===== src/rtl/gf_mult_seq.sv =====
// Sequential GF(2^W) multiplier. Shift-and-add over S multiplier bits per
// clock with modular reduction folded into each multiplicand doubling.
// Valid/ready on both sides; one operation in flight at a time.
module gf_mult_seq #(
    parameter int             W    = 8,
    parameter logic [W-1:0]   POLY = W'('h1B),
    parameter int             S    = 1
) (
    input  logic         clk,
    input  logic         reset_n,
    input  logic         in_valid,
    output logic         in_ready,
    input  logic [W-1:0] a,
    input  logic [W-1:0] b,
    output logic         out_valid,
    input  logic         out_ready,
    output logic [W-1:0] y
);

    localparam int STEPS = W / S;
    localparam int CW    = $clog2(STEPS + 1);
    localparam logic [CW-1:0] LAST = CW'(STEPS - 1);

    // The multiplier must be consumed in whole chunks of S bits.
    if ((S < 1) || (W % S != 0)) begin : g_bad_s
        $error("gf_mult_seq: W must be a positive multiple of S");
    end

    typedef enum logic [1:0] {IDLE, RUN, DONE} state_t;

    state_t         state_q, state_d;
    logic [W-1:0]   a_q, a_d;
    logic [W-1:0]   b_q, b_d;
    logic [W-1:0]   p_q, p_d;
    logic [W-1:0]   y_q, y_d;
    logic [CW-1:0]  cnt_q, cnt_d;
    logic [W-1:0]   a_step, b_step, p_step;

    // Multiply by x modulo the field polynomial (x^W term is implicit).
    function automatic logic [W-1:0] xtime(input logic [W-1:0] v);
        return {v[W-2:0], 1'b0} ^ (v[W-1] ? POLY : '0);
    endfunction

    // S chained sub-steps: conditional accumulate, double A, shift B.
    always_comb begin
        a_step = a_q;
        b_step = b_q;
        p_step = p_q;
        for (int i = 0; i < S; i++) begin
            if (b_step[0]) p_step = p_step ^ a_step;
            a_step = xtime(a_step);
            b_step = b_step >> 1;
        end
    end

    // Next-state and handshake outputs; operands only sampled in IDLE.
    always_comb begin
        state_d   = state_q;
        a_d       = a_q;
        b_d       = b_q;
        p_d       = p_q;
        y_d       = y_q;
        cnt_d     = cnt_q;
        in_ready  = 1'b0;
        out_valid = 1'b0;
        unique case (state_q)
            IDLE: begin
                in_ready = 1'b1;
                if (in_valid) begin
                    a_d     = a;
                    b_d     = b;
                    p_d     = '0;
                    cnt_d   = '0;
                    state_d = RUN;
                end
            end
            RUN: begin
                a_d   = a_step;
                b_d   = b_step;
                p_d   = p_step;
                cnt_d = cnt_q + 1'b1;
                // Fixed-length run: no early exit when B drains to zero.
                if (cnt_q == LAST) begin
                    y_d     = p_step;
                    state_d = DONE;
                end
            end
            DONE: begin
                out_valid = 1'b1;
                if (out_ready) state_d = IDLE;
            end
            default: state_d = IDLE;
        endcase
    end

    // State and datapath registers; reset clears everything immediately.
    always_ff @(posedge clk or negedge reset_n) begin
        if (!reset_n) begin
            state_q <= IDLE;
            a_q     <= '0;
            b_q     <= '0;
            p_q     <= '0;
            y_q     <= '0;
            cnt_q   <= '0;
        end else begin
            state_q <= state_d;
            a_q     <= a_d;
            b_q     <= b_d;
            p_q     <= p_d;
            y_q     <= y_d;
            cnt_q   <= cnt_d;
        end
    end

    assign y = y_q;

endmodule


===== config.mk =====
export PLATFORM = sky130hd
export DESIGN_NAME = gf_mult_seq
export DESIGN_NICKNAME = d
export VERILOG_FILES = /design/src/rtl/gf_mult_seq.sv
export SDC_FILE = /design/constraint.sdc
export NUM_CORES = 1
export LEC_CHECK = 0
export CORE_MARGIN = 1.5
export CORE_UTILIZATION = 53
export CTS_CLUSTER_DIAMETER = 100
export DETAILED_ROUTE_END_ITERATION = 16
export MAX_ROUTING_LAYER = met4
export PLACE_DENSITY = 0.8
export SYNTH_ARGS = -nofsm -noshare
export SYNTH_HDL_FRONTEND = slang
export SYNTH_SLANG_ARGS = --single-unit

===== constraint.sdc =====
create_clock -name clk -period 1.83 [get_ports clk]
set_input_delay 0.183 -clock clk [delete_from_list [all_inputs] [get_ports clk]]
set_output_delay 0.183 -clock clk [all_outputs]
set_load 0.05 [all_outputs]

==> metrics, run 1 <==
vias=1458; Reg area=951 um^2; Detail Placement HPWL=2.65 mm; Final Cycle Share=94.2%; layout cells sized above 1=11.0%; area leader, netlist=dfrtp_1; minimum clock period=1.72 ns; most common cell after layout, fill and taps aside=dfrtp_1; die height=62.6 um; die width=62.6 um; DR iter-0 viols=77; setup TNS=0 ns; DRC viols=0; r2r endpoint=y[6]; Critical Path Source=cnt_q[0]; ant diodes=0; slowest stage delay, CP=0.49 ns; syn nets=210; clk sink count=38; FF-to-FF Start=cnt_q[0]; Worst setup SP type=flip-flop; pre-CTS WS=0.109 ns; initial antenna violation count=0; skew final=0.0109 ns; clock-pin slew on the worst setup and hold paths=0.11 ns; vias per std cell=5.50; critical-path maximum fanout=9; WP data arrival=1.95 ns; Worst-Skew Late Latency=0.34 ns; Cell variety after synth=28; Peak supply drop=0.777 mV; number of port buffers=29; Total GRT Usage=22.1%; Tightest Pin Transition=0.567 ns; syn avg cell area=9.97 um^2; RSZ-0062 raised after global routing=false; row cnt=21; highest-count cells in the layout ignoring fill and taps=dfrtp_1, clkdlybuf4s50_1, o21ai_1; Setup crit end kind=flip-flop; status=finished clean; final worst slack=0.107 ns; pins over their slew limit=0; Critical Path RT=2.06 ns; main area contributors after synthesis=dfrtp_1, o21ai_1, mux2_4; CP Class=flip-flop to flip-flop; sequential area share after synthesis=50.5%; post-CTS setup repair buffer count=0; WL per Instance=14.4 um; area delta synth->final=21.8%; top-area cell type share of the netlist area=50.5%; synthesized area=1880 um^2; H-tree depth=2; Hold WC Path Type=primary input to async pin; drt first pass iters=4; first-pass GRT wire length=6.58 mm; largest net degree at the start of global routing=39; Final Hold Viols=0; multi-input logic area=836 um^2; FF-to-FF path depth=4; Worst slew margin=62.2%; fill count=294; Starting Density=56.0%; CTS tree=built; warnings from Yosys=0; crit path buf inv count=0; P per Cell Area=1720 nW/um^2; Critical Path Stages=4; Routed Antenna Nets=0; Final Setup Violations=0; die area=3920 um^2; Critical Path Sink=y[6]; Crit path max-delay family=simple AND/OR/NAND/NOR gates; CTS-repair resized insts=0; GP Congestion=0.736; ys async rst share=100%; f_max=580 MHz; CTS max path bufs=2; crit-path cells=ha_1 -> and3b_1 -> and2_1 -> mux2_4; Core Footprint=3360 um^2; slowest stage cell on the critical path=and2_1; clock root buffer=clkbuf_4; Top FF cell, synth=dfrtp_1; hold_buf cts=0; vias in the first global route=1451; CTS buffer count=5; Max Cap Viol=0; IO Pins=30; Leak=1.02 nW; gr ovfl total=0; Post-synth EDFFs=0; final net count=241; R2R setup slack=0.11 ns; flops & latches, synth=38; Post-Synthesis Cells=189; Routed Wire Length=3.82 mm
-- power by group --
group,leakage (nW),total (W),internal (W),switching (W)
Sequential,0.484,0.00152,0.00121,0.000316
Combinational,0.506,0.00200,0.000904,0.00109
Clock,0.0302,0.000423,0.000173,0.000250
-- cell families after synthesis --
| logic type | after synthesis | synth area share (%) |
|---|---|---|
| AO/OA/AOI/OAI | 54 | 16.3 |
| XOR/XNOR | 11 | 5.11 |
| adder cells (fa/ha/maj) | 1 | 0.664 |
| buffers and inverters | 22 | 5.18 |
| flip-flops | 38 | 50.5 |
| multiplexers | 10 | 7.44 |
| AND/OR/NAND/NOR | 53 | 14.8 |
-- registers in the layout, indices dropped and copies added (netlist names) --
signal / cells
y: 8
p_q: 8
cnt_q: 4
state_q: 2
b_q: 8
a_q: 8
-- layer usage --
metal | vias to the layer above | GRT usage (%) | part of all wire [%]
li1 | 708 | - | -
met1 | 708 | 26.9 | 45
met2 | 37 | 36.2 | 49
met3 | 5 | 5.95 | 4.7
met4 | 0 | 6.94 | 1.4
met5 | - | - | 0
-- synthesized netlist by cell type, types with 2 or more instances --
| library cell | count |
|---|---|
| a21oi_1 | 16 |
| a22oi_1 | 8 |
| and3b_1 | 5 |
| buf_2 | 6 |
| clkbuf_1 | 4 |
| dfrtp_1 | 38 |
| inv_1 | 10 |
| mux2_4 | 8 |
| mux2i_1 | 2 |
| nand2_1 | 24 |
| nand3_1 | 3 |
| nor2b_1 | 8 |
| o21ai_1 | 25 |
| or3_1 | 9 |
| xnor2_1 | 9 |
| xor2_1 | 2 |
-- worst min path at each step --
stage | start | to | slack [ns]
floorplan | reset_n | a_q[0] | -0.11
CTS | reset_n | state_q[0] | 0.26
global route | reset_n | p_q[3] | 0.29
global placement | b_q[3] | b_q[3] | 0.46
detailed placement | b_q[1] | b_q[1] | 0.49
finish | reset_n | state_q[0] | 0.26
-- stage by stage --
step                hold WS (ns)  total power, W  util, %  area [um^2]  std cells
CTS                        0.263         0.00397     68.3         2300        265
detailed placement         0.486         0.00355     66.7         2240        259
global placement           0.464         0.00345     66.7         2240        259
finish                     0.257         0.00394     68.3         2300        265
global route               0.286         0.00424     68.3         2300        265
floorplan                 -0.113         0.00296        -         1880        189
-- final cells by class --
class	instances	area share, %
Sequential cell	38	41.4
Tap cell	46	2.51
Clock buffer	6	2.23
Multi-Input combinational cell	129	36.4
Inverter	10	1.63
Timing Repair Buffer	36	15.8
Note: power is estimated with default switching activity, not from simulation.
==> run 2, diff against run 1 <==
--- a/config.mk
+++ b/config.mk
@@ -6,11 +6,12 @@
 export NUM_CORES = 1
 export LEC_CHECK = 0
 export CORE_MARGIN = 1.5
-export CORE_UTILIZATION = 53
+export CORE_UTILIZATION = 55
+export CTS_BUF_LIST = sky130_fd_sc_hd__clkbuf_8
 export CTS_CLUSTER_DIAMETER = 100
 export DETAILED_ROUTE_END_ITERATION = 16
 export MAX_ROUTING_LAYER = met4
-export PLACE_DENSITY = 0.8
+export PLACE_DENSITY = 0.83
 export SYNTH_ARGS = -nofsm -noshare
 export SYNTH_HDL_FRONTEND = slang
 export SYNTH_SLANG_ARGS = --single-unit
==> constraint.sdc (replaced) <==
create_clock -name clk -period 1.83 [get_ports clk]
set_input_delay 0.366 -clock clk [delete_from_list [all_inputs] [get_ports clk]]
set_output_delay 0.366 -clock clk [all_outputs]
set_load 0.05 [all_outputs]
==> run 2 against run 1 <==
  * Fmax up 0.86%
  * Non-clock buffer count stayed put
  * Critical path type is now flip-flop to output pin
  * Design area rose by 0.38%
  * Wire length increased by 6.4%
  * Register-to-register slack improved by 0.12 ns
  * Via count increased by 1.7%
  * Flip-flop and latch count did not move
  * Combinational power barely moved
  * Highest routed layer unchanged
  * Die area is 3.5% lower
  * Sequential share of layout area fell by 0.16 points
  * Clock power grew 27%
==> metrics, run 2 (synthesis gave the netlist of run 1 again) <==
status=finished clean (unchanged); die width=61.5 um (was 62.6 um); gr ovfl total=0 (unchanged); Peak supply drop=0.780 mV (was 0.777 mV); hold path depth=2; WP data arrival=1.34 ns (was 1.95 ns); number of port buffers=29 (unchanged); largest net degree at the start of global routing=39 (unchanged); fill count=293 (was 294); first-pass GRT wire length=6.68 mm (was 6.58 mm); clock root buffer=clkbuf_8 (was clkbuf_4); Max Cap Viol=0 (unchanged); vias per std cell=5.58 (was 5.50); CTS max path bufs=2 (unchanged); Leak=1.05 nW (was 1.02 nW); Tightest Pin Transition=0.478 ns (was 0.567 ns); minimum clock period=1.71 ns (was 1.72 ns); vias in the first global route=1430 (was 1451); die area=3790 um^2 (was 3920 um^2); row cnt=21 (unchanged); critical-path maximum fanout=19 (was 9); CTS-repair resized insts=0 (unchanged); DRC viols=0 (unchanged); highest-count cells in the layout ignoring fill and taps=dfrtp_1, o21ai_1, nand2_1 (was dfrtp_1, clkdlybuf4s50_1, o21ai_1); f_max=585 MHz (was 580 MHz); drt first pass iters=4 (unchanged); Detail Placement HPWL=2.93 mm (was 2.65 mm); DP Area=2220 um^2 (was 2240 um^2); DR iter-0 viols=55 (was 77); most common cell after layout, fill and taps aside=dfrtp_1 (unchanged); Total GRT Usage=25.3% (was 22.1%); ant diodes=0 (unchanged); FF-to-FF path depth=4 (unchanged); P per Cell Area=1770 nW/um^2 (was 1720 nW/um^2); RSZ-0062 raised after global routing=false (unchanged); Worst setup SP type=flip-flop (unchanged); Setup crit end kind=output pin (was flip-flop); Starting Density=56.9% (was 56.0%); Worst-Skew Late Latency=0.29 ns (was 0.34 ns); Final Setup Violations=0 (unchanged); die height=61.5 um (was 62.6 um); layout cells sized above 1=15.5% (was 11.0%); Final Hold Viols=0 (unchanged); fin area=2300 um^2 (about the same); Critical Path RT=1.46 ns (was 2.06 ns); CTS buffer count=5 (unchanged); clk sink count=38 (unchanged); Final Cycle Share=93.4% (was 94.2%); CP Class=flip-flop to output pin (was flip-flop to flip-flop); Routed Wire Length=4.06 mm (was 3.82 mm); final net count=241 (unchanged); GP Congestion=0.817 (was 0.736); Routed Antenna Nets=0 (unchanged); area delta synth->final=22.3% (was 21.8%); setup TNS=0 ns (unchanged); IO Pins=30 (unchanged); initial antenna violation count=0 (unchanged); post-CTS setup repair buffer count=0 (unchanged); vias=1483 (was 1458); CTS tree=built (unchanged); H-tree depth=2 (unchanged); clock-pin slew on the worst setup and hold paths=0.07 ns (was 0.11 ns); skew final=0.00438 ns (was 0.0109 ns); Hold WC Path Type=flip-flop to flip-flop (was primary input to async pin); pins over their slew limit=0 (unchanged); WL per Instance=15.3 um (was 14.4 um); Core Footprint=3310 um^2 (was 3360 um^2); Worst slew margin=68.1% (was 62.2%); hold_buf cts=0 (unchanged)
## run 2: cell types whose count changed in the layout (fill, tap and decap cells not counted)
cell / delta
and2_1: -1
and2_2: +1
clkbuf_4: -5
clkdlybuf4s50_1: -8
clkbuf_8: +4
clkinv_2: +2
buf_4: +8
## run 2: where the power goes
| group | total [W] | internal (W) | switching, W | leakage (nW) |
|---|---|---|---|---|
| clock network | 0.000539 | 0.000255 | 0.000284 | 0.0438 |
| logic | 0.00200 | 0.000880 | 0.00112 | 0.519 |
| registers | 0.00153 | 0.00121 | 0.000320 | 0.484 |
## run 2: through the flow
step / utilization, % / setup slack [ns] / power, W / std cells / hold WS, ns
floorplan: - / 0.140 / 0.00296 / 189 / 0.0704
CTS: 69.6 / 0.0569 / 0.00409 / 266 / 0.498
global placement: 67.2 / 0.137 / 0.00342 / 259 / 0.464
global route: 69.6 / 0.0670 / 0.00435 / 266 / 0.533
finish: 69.6 / 0.122 / 0.00407 / 266 / 0.490
detailed placement: 67.2 / 0.0244 / 0.00355 / 259 / 0.480
## run 2: critical path: stages, from the launching register on
cell	delay [ns]
dfrtp_1	0.35
buf_4	0.22
nor2b_1	0.29
buf_12	0.18
## run 2: layer usage
metal | vias to the layer above | part of all wire [%] | wire [um] | GRT usage, %
met4 | 0 | 1.4 | 58 | 8.21
met1 | 730 | 43 | 1740 | 29.8
met3 | 8 | 4.8 | 194 | 6.51
li1 | 706 | - | - | -
met5 | - | 0 | 0 | -
met2 | 39 | 51 | 2060 | 42.3
## run 2: layout make-up
cell class                      instances  area, um^2  share of cell area (%)
Inverter                               10        37.5                    1.63
Tap cell                               46        57.6                    2.50
Timing Repair Buffer                   36         343                    14.9
Clock inverter                          2        10.0                   0.434
Clock buffer                            5        68.8                    2.99
Sequential cell                        38         951                    41.3
Multi-Input combinational cell        129         837                    36.3
## run 2: final timing paths
kind | endpoint | slack (ns) | from
worst max-delay path | out_valid | 0.12 | state_q[1]
worst min-delay path | b_q[3] | 0.49 | b_q[3]
worst max register to register | y[4] | 0.23 | cnt_q[0]
worst min register to register | b_q[3] | 0.49 | b_q[3]
max in group asynchronous | a_q[6] | 0.99 | reset_n
min in group asynchronous | b_q[0] | 0.50 | reset_n
